==> src/rtl/vx_tex_csr_slave.sv <==
// Texture CSR responder: per-warp CSR file with same-cycle reads, write commit,
// dirty tracking and a valid/ready per-warp snapshot port for the texture unit.

module vx_tex_csr_lane (
  input  logic        i_en,
  input  logic [31:0] i_val,
  output logic [31:0] o_data
);
  assign o_data = i_en ? i_val : 32'd0;
endmodule

module vx_tex_csr_slave #(
  parameter int          NUM_WARPS  = 4,
  parameter int          NUM_LANES  = 4,
  parameter int          PID_WIDTH  = 1,
  parameter logic [11:0] ADDR_BASE  = 12'h7C0,
  parameter int          NUM_CSRS   = 8,
  parameter int          UUID_WIDTH = 44,
  localparam int         WID_W      = (NUM_WARPS > 1) ? $clog2(NUM_WARPS) : 1,
  localparam int         IDX_W      = (NUM_CSRS > 1) ? $clog2(NUM_CSRS) : 1
) (
  input  logic                      i_clk,
  input  logic                      i_rst_n,
  input  logic                      i_read_enable,
  input  logic [UUID_WIDTH-1:0]     i_read_uuid,
  input  logic [WID_W-1:0]          i_read_wid,
  input  logic [PID_WIDTH-1:0]      i_read_pid,
  input  logic [NUM_LANES-1:0]      i_read_tmask,
  input  logic [11:0]               i_read_addr,
  output logic [NUM_LANES*32-1:0]   o_read_data,
  input  logic                      i_write_enable,
  input  logic [UUID_WIDTH-1:0]     i_write_uuid,
  input  logic [WID_W-1:0]          i_write_wid,
  input  logic [PID_WIDTH-1:0]      i_write_pid,
  input  logic [NUM_LANES-1:0]      i_write_tmask,
  input  logic [11:0]               i_write_addr,
  input  logic [NUM_LANES*32-1:0]   i_write_data,
  input  logic                      i_cfg_req_valid,
  input  logic [WID_W-1:0]          i_cfg_req_wid,
  output logic                      o_cfg_req_ready,
  output logic                      o_cfg_rsp_valid,
  output logic [WID_W-1:0]          o_cfg_rsp_wid,
  output logic [NUM_CSRS*32-1:0]    o_cfg_rsp_data,
  input  logic                      i_cfg_rsp_ready,
  output logic [NUM_WARPS-1:0]      o_dirty
);
  // 13-bit end bound so ADDR_BASE+NUM_CSRS cannot wrap the 12-bit CSR space
  localparam logic [12:0] ADDR_END = {1'b0, ADDR_BASE} + 13'(NUM_CSRS);

  typedef enum logic {S_IDLE, S_RSP} state_t;

  logic [NUM_WARPS-1:0][NUM_CSRS-1:0][31:0] r_csrs;
  logic [NUM_WARPS-1:0]                     r_dirty;
  state_t                                   r_state;
  logic                                     r_req_ready;
  logic                                     r_rsp_valid;
  logic [WID_W-1:0]                         r_rsp_wid;
  logic [NUM_CSRS-1:0][31:0]                r_rsp_data;

  logic                       w_rd_hit, w_wr_hit, w_wr_go, w_accept;
  logic [IDX_W-1:0]           w_rd_idx, w_wr_idx;
  logic [31:0]                w_rd_val, w_wr_val;
  logic [NUM_LANES-1:0][31:0] w_rd_lane, w_wr_lane;
  logic [NUM_WARPS-1:0]       w_set, w_clr;
  logic                       w_unused;

  assign w_unused = ^{i_read_uuid, i_read_pid, i_write_uuid, i_write_pid};

  assign w_rd_hit = i_read_enable && (i_read_addr >= ADDR_BASE) && ({1'b0, i_read_addr} < ADDR_END);
  assign w_wr_hit = (i_write_addr >= ADDR_BASE) && ({1'b0, i_write_addr} < ADDR_END);
  assign w_wr_go  = i_write_enable && w_wr_hit && (|i_write_tmask);
  assign w_rd_idx = IDX_W'(i_read_addr - ADDR_BASE);
  assign w_wr_idx = IDX_W'(i_write_addr - ADDR_BASE);
  assign w_rd_val = r_csrs[i_read_wid][w_rd_idx];
  assign w_wr_lane = i_write_data;
  assign w_accept = i_cfg_req_valid && r_req_ready;

  generate
    for (genvar g = 0; g < NUM_LANES; g++) begin : g_lane
      vx_tex_csr_lane u_lane (
        .i_en   (w_rd_hit && i_read_tmask[g]),
        .i_val  (w_rd_val),
        .o_data (w_rd_lane[g])
      );
    end
  endgenerate

  assign o_read_data = w_rd_lane;

  // Scan high-to-low so the lowest active lane is the one left standing
  always_comb begin
    w_wr_val = 32'd0;
    for (int i = NUM_LANES - 1; i >= 0; i--)
      if (i_write_tmask[i]) w_wr_val = w_wr_lane[i];
  end

  always_comb begin
    w_set = '0;
    w_clr = '0;
    if (w_wr_go)  w_set = NUM_WARPS'(1) << i_write_wid;
    if (w_accept) w_clr = NUM_WARPS'(1) << i_cfg_req_wid;
  end

  always_ff @(posedge i_clk or negedge i_rst_n) begin
    if (!i_rst_n) begin
      r_csrs  <= '0;
      r_dirty <= '0;
    end else begin
      if (w_wr_go) r_csrs[i_write_wid][w_wr_idx] <= w_wr_val;
      r_dirty <= (r_dirty & ~w_clr) | w_set;
    end
  end

  // Snapshot samples r_csrs before this edge's write lands
  always_ff @(posedge i_clk or negedge i_rst_n) begin
    if (!i_rst_n) begin
      r_state     <= S_IDLE;
      r_req_ready <= 1'b0;
      r_rsp_valid <= 1'b0;
      r_rsp_wid   <= '0;
      r_rsp_data  <= '0;
    end else begin
      case (r_state)
        S_IDLE: begin
          if (w_accept) begin
            r_state     <= S_RSP;
            r_req_ready <= 1'b0;
            r_rsp_valid <= 1'b1;
            r_rsp_wid   <= i_cfg_req_wid;
            r_rsp_data  <= r_csrs[i_cfg_req_wid];
          end else begin
            r_req_ready <= 1'b1;
          end
        end
        S_RSP: begin
          if (i_cfg_rsp_ready) begin
            r_state     <= S_IDLE;
            r_req_ready <= 1'b1;
            r_rsp_valid <= 1'b0;
          end
        end
        default: r_state <= S_IDLE;
      endcase
    end
  end

  assign o_cfg_req_ready = r_req_ready;
  assign o_cfg_rsp_valid = r_rsp_valid;
  assign o_cfg_rsp_wid   = r_rsp_wid;
  assign o_cfg_rsp_data  = r_rsp_data;
  assign o_dirty         = r_dirty;

endmodule

==> config.mk <==
export PLATFORM = sky130hd
export DESIGN_NAME = vx_tex_csr_slave
export DESIGN_NICKNAME = d
export VERILOG_FILES = /design/src/rtl/vx_tex_csr_slave.sv
export SDC_FILE = /design/constraint.sdc
export NUM_CORES = 2
export LEC_CHECK = 0
export CAP_MARGIN = 20
export CORE_MARGIN = 2
export CORE_UTILIZATION = 53
export CTS_BUF_LIST = sky130_fd_sc_hd__clkbuf_2
export CTS_CLUSTER_DIAMETER = 50
export DETAILED_ROUTE_END_ITERATION = 10
export GPL_TIMING_DRIVEN = 1
export PLACE_DENSITY = 0.77
export SKIP_CTS_REPAIR_TIMING = 1
export SYNTH_ARGS = -nofsm -noshare
export SYNTH_HDL_FRONTEND = slang
export SYNTH_SLANG_ARGS = --single-unit
==> constraint.sdc <==
create_clock -name i_clk -period 2.6 [get_ports i_clk]
set_input_delay 0.52 -clock i_clk [delete_from_list [all_inputs] [get_ports i_clk]]
set_output_delay 0.52 -clock i_clk [all_outputs]
set_load 0.05 [all_outputs]
# ---- After elaboration in Yosys (flattened, before gate mapping)
# Cells that the tools add are included.
dict set report op_classes {
  mux 30
  bitwise 4
  eq_ne 2
  magnitude_cmp 11
  add_sub_neg 2
  n_shift 2
  n_reduce_logical 15
}
# cell count
set ops {}
lappend ops {{256-bit binary-select mux with 2-bit select} 2}
lappend ops {{1024-bit bitwise mux} 1}
lappend ops {{256-bit two-way mux} 3}
lappend ops {{256-bit demux with 2-bit select} 1}
lappend ops {{32-bit two-way mux} 10}
lappend ops {{32-bit binary-select mux with 3-bit select} 1}
lappend ops {{32-bit demux with 3-bit select} 1}
lappend ops {{12-bit by 11-bit greater-or-equal comparator with 1-bit output, second input constant} 2}
lappend ops {{12-bit by 11-bit less-than comparator with 1-bit output, second input constant} 2}
lappend ops {{1-bit logical AND} 12}
lappend ops {{2-bit by 3-bit less-than comparator with 1-bit output, second input constant} 3}
lappend ops {{3-bit by 4-bit less-than comparator with 1-bit output, second input constant} 2}
lappend ops {{4-bit two-way mux} 2}
lappend ops {{1-bit by 2-bit << shifter with 4-bit output, first input constant} 2}
lappend ops {{1-bit two-way mux} 6}
lappend ops {{1-bit one-hot mux with 2 select lines} 3}
lappend ops {{3-bit by 1-bit subtractor with 3-bit output, second input constant} 2}
lappend ops {{4-bit bitwise AND} 1}
lappend ops {{2-bit inequality test, second input constant} 2}
lappend ops {{4-bit NOT} 1}
lappend ops {{4-bit bitwise OR} 1}
lappend ops {{2-bit AND reduction} 2}
lappend ops {{4-bit OR reduction} 1}
lappend ops {{3-bit by 1-bit greater-or-equal comparator with 1-bit output, second input constant} 1}
lappend ops {{2 further kinds} 2}
dict set report totals {
  register_bits 1289
  out_inout_bits 392
  word_cells 111
  input_bits 262
}

# ---- Logic depth before layout (Yosys ltp)
dict set report depth {
  word_depth 8
  mapped_depth 9
  depth_no_buf 5
}

# ---- By module
# From an unflattened synthesis, not the netlist that was laid out.
dict set report hier_totals {
  cells_unflattened 6312
  hier_area_um2 63373.3
}
# mod seq_area_each_um2 n_inst cells_each area_per_inst_um2
set modules_own_cells {}
lappend modules_own_cells {vx_tex_csr_slave 32255.9 1 6172 62352.3}
lappend modules_own_cells {vx_tex_csr_lane 0.0 4 35 255.2}

# ---- Worst setup path before layout
# OpenSTA, ideal clock, no wires.
dict set report synth_path {
  kind {in2out}
  from {input i_read_wid[1]}
  to {output o_read_data[127]}
  cell_stages 8
  t_required_ns 2.080
  path_buffers 3
  path_slack_ns -0.624
  t_arrival_ns 2.704
  path_cell_list {buf_2 -> clkbuf_1 -> buf_2 -> mux2i_1 -> a22oi_1 -> a21oi_1 -> or4_1 -> nor2_1}
}
dict set report synth_between {
  elab_chain_cells 5
}
# element line_no
set synth_rtl {}
lappend synth_rtl {{from (decl)} 26} ;# input logic [WID_W-1:0] i_read_wid,
lappend synth_rtl {{256-bit binary-select mux with 2-bit select} 74} ;# assign w_rd_val = r_csrs[i_read_wid][w_rd_idx];
lappend synth_rtl {{256-bit two-way mux (not written as such)} 74}
lappend synth_rtl {{32-bit binary-select mux with 3-bit select} 74}
lappend synth_rtl {{32-bit two-way mux (not written as such)} 74}
lappend synth_rtl {{32-bit two-way mux} 9} ;# assign o_data = i_en ? i_val : 32'd0;
lappend synth_rtl {{to (decl)} 30} ;# output logic [NUM_LANES*32-1:0] o_read_data,
# Every way passes these cells. The select of a mux whose other input is x is not followed.

# ---- Worst setup path in the final report
dict set report layout_path {
  from {register r_csrs[500] (netlist name)}
  to {output o_read_data[116]}
}
dict set report layout_between {
  elab_chain_cells 5
}
# element line_no
set layout_rtl {}
lappend layout_rtl {{from (decl)} 52} ;# logic [NUM_WARPS-1:0][NUM_CSRS-1:0][31:0] r_csrs;
lappend layout_rtl {{from (signal, indexed assignment)} 109} ;# if (w_wr_go) r_csrs[i_write_wid][w_wr_idx] <= w_wr_val;
lappend layout_rtl {{256-bit binary-select mux with 2-bit select} 74}
lappend layout_rtl {{256-bit two-way mux (not written as such)} 74}
lappend layout_rtl {{32-bit binary-select mux with 3-bit select} 74}
lappend layout_rtl {{32-bit two-way mux (not written as such)} 74}
lappend layout_rtl {{32-bit two-way mux} 9}
# Every way passes these cells. The select of a mux whose other input is x is not followed.

==> flow_summary_export.csv <==
group,metric,value,unit
critical_path,max_stage_delay,0.62,ns
global_routing,first_global_vias,53900,
yosys,synth-compound-area-share,0.132,
yosys,ys_top_cells_by_area,"dfrtp_1 52%, mux4_2 9.3%, mux2i_1 8.2%, nand2_1 8.0%, a21oi_1 5.2%",
clock_network,cts_tree,"done",
clock_network,clk_latency,1.69,ns
floorplan,start_util,0.535,
drt,drtIter0Drc,5877,
yosys,synthSimpleGateAreaFrac,0.138,
run_status,status,"finished with violations",
sta,worst_pin_slew,1.11,ns
sta,finalSetupViolCount,389,
yosys,synth-async-reset-ratio,1.00,
yosys,synth_fa_ha_area_frac,0,
pwr,p_per_area,480,nW/µm²
sta,min_period_over_period,1.57,
drt,via_per_inst,6.10,
clock_network,cts_buffers,347,
global_routing,grt_max_degree,111,
critical_path,worst_ep_arrival_time,3.55,ns
global_routing,grt_pass1_wl,320000,µm
place,gp_congestion,0.991,
yosys,synth_edf_count,0,
yosys,muxShareOfSynthArea,0.175,
layout,utilization,0.704,
critical_path,worstSetupEndpointType,"output pin",
yosys,ys.flop_type,"dfrtp_1",
critical_path,timing.critical_path.slowest_stage_cell,"or4_4",
drt,vias,54900,
clock_network,ctsHtreeMaxLevel,5,
yosys,yosys_warnings,0,
sta,max-slew-margin-rel,0.260,
yosys,synth_area,62200,µm²
sta,fin_ws,-1.47,ns
yosys,synth.top_cell.area_share,0.518,
yosys,synth_top_family_by_area,"multiplexers",
sta,max_freq,245,MHz
floorplan,dieArea,120000,µm²
yosys,yosys-top-cells-count,"1328 x nand2_1, 1289 x dfrtp_1, 641 x a21oi_1",
critical_path,worstPathRequired,2.08,ns
yosys,synth_most_common_cell,"nand2_1",
sta,grt_setup_unrepaired,"yes",
layout,area_delta_synth_final,31.7,%
place,hpwl,150000,µm
drt,final_antenna_net_count,0,
critical_path,path_cells,"mux2i_2, a22oi_1, buf_4, a21oi_1, or4_4, nor2_4, buf_12",
clock_network,clk_path_buf_depth,4,
global_routing,gr-total-overflow,0,
critical_path,critPathMaxFanout,4,
floorplan,coreArea,116000,µm²
sta,slew_violations,0,
clock_network,cts_sinks,1289,
layout,final_nets,7527,
critical_path,start_kind,"register",
pwr,vdd_drop_max,0.361,mV
run_status,violations,"negative setup slack",
yosys,synth-seq-cells,1289,
drt,route.detailed.drc,0,
sta,fin_crit,4.07,ns
sta,hold_viol,0,
yosys,ys_types,33,
floorplan,rows,125,
critical_path,crit_buf_inv,2,
yosys,seq_area_frac_synth,0.518,
pwr,power.static_leakage,0.0385,µW
yosys,synth_top_cell_by_area,"dfrtp_1",
drt,wl_per_cell,24.0,µm
floorplan,ios,654,
drt,first_pass_iters,8,
critical_path,crit_family,"simple AND/OR/NAND/NOR gates",
sta,clock_skew,0.163,ns
clock_network,clock-root-buffer,"clkbuf_2",
yosys,synth_xor_area_frac,0,
yosys,syn_inst,6222,
clock_network,clk_pin_slew,0.12,ns
floorplan,die_h,347,µm
layout,drive_gt1_frac,0.291,
yosys,synth_nets,6484,
drt,wl,216000,µm
global_routing,track_usage,0.349,
floorplan,die_w,347,µm
global_routing,antenna_found_initial,2,
place,io_buffers,563,
min_path,hold_class,"in -> reg",
critical_path,crit_type,"reg -> out",
pwr,power.total,39300,µW
flow_run,cap_violations,0,
yosys,syn_area_per_cell,10.0,µm²
==> layout make-up <==
type                            instances  area, µm²
Timing Repair Buffer                 1272      15000
Tap cell                             1524       1910
Antenna cell                            9       22.5
Clock buffer                          473       2370
Sequential cell                      1289      32300
Multi-Input combinational cell       4354      29900
Inverter                                1       3.75
Fill cell                            8271      34500
Clock inverter                         93        447
==> metrics by stage <==
step / worst slack, ns / setup TNS [ns] / cell area [µm²] / cells / hold WS, ns
2_1_floorplan: -0.120 / -13.29 / 63600 / 6222 / 0.224
3_3_place_gp: -1.07 / -578.48 / 75500 / 8165 / 0.458
3_5_place_dp: -1.11 / -612.31 / 75500 / 8166 / 0.457
4_1_cts: -1.59 / -407.06 / 78300 / 8732 / -1.32
5_1_grt: -1.62 / -248.98 / 81900 / 9014 / -0.0353
6_report: -1.47 / -197.49 / 81900 / 9015 / 0.00276
==> tightest hold or removal path, cell delays in order <==
cell	delay (ns)
clkdlybuf4s50_1	0.42
nand2_1	0.09
or3_1	0.25
buf_4	0.24
o31ai_1	0.10
==> sequential cells by signal, indices dropped and copies added (netlist names) <==
name	cells
o_cfg_req_ready	1
o_cfg_rsp_data	256
o_cfg_rsp_valid	1
o_cfg_rsp_wid	2
o_dirty	4
r_csrs	1024
r_state	1
==> power breakdown <==
part | internal (µW) | switching (µW)
clock network | 5160 | 8490
logic | 2050 | 3470
registers | 20100 | 71.7
total | 27300 | 12000
==> cells in the final DEF (no fill, tap or decap), types with 5 or more instances in the layout <==
cell             instances
dfrtp_1               1282
a21oi_2                 62
buf_6                  264
nor4_4                  15
buf_12                 306
clkinv_2                 8
mux4_2                 256
nor2_4                 130
a22oi_2                 43
a21oi_1                578
nor2b_1                 36
o21ai_0                543
dfrtp_2                  7
nand2_1               1324
clkdlybuf4s50_1        165
clkbuf_2               473
nor2_1                 486
dlygate4sd3_1           83
mux2i_4                 25
a22oi_1                213
buf_4                  447
mux2i_1                409
nor3_1                  32
mux2i_2                 78
a221oi_1                32
clkinv_1                75
nand4_1                 17
or4_4                   32
inv_2                    5
diode_2                  9
nand2b_1                 8
==> per-layer routing <==
metal	vias up	part of all wire	track usage
met1	27100	0.35	0.411
met2	3087	0.48	0.563
met5	-	0	0
met4	0	0.082	0.257
met3	822	0.086	0.0809
li1	23900	-	-
==> worst paths after layout <==
| kind | slack (ns) | cells after the start | startpoint | endpoint |
|---|---|---|---|---|
| setup / recovery | -1.47 | 7 | r_csrs[500] | o_read_data[116] |
| hold / removal | 0.003 | 5 | i_write_addr[10] | o_dirty[1] |
| setup reg to reg | 0.82 | 7 | o_cfg_req_ready | o_cfg_rsp_data[127] |
| hold reg to reg | 0.50 | 2 | o_cfg_rsp_data[180] | o_cfg_rsp_data[180] |
| max in group asynchronous | 0.97 | 7 | i_rst_n | r_csrs[663] |
| min in group asynchronous | 0.53 | 5 | i_rst_n | r_csrs[932] |
==> cells by family after synthesis <==
family                 count (synthesis)
AO/OA/AOI/OAI                       1480
buffers and inverters                579
flip-flops                          1289
multiplexers                         768
AND/OR/NAND/NOR                     2106
Note: power is estimated with default switching activity, not from simulation.
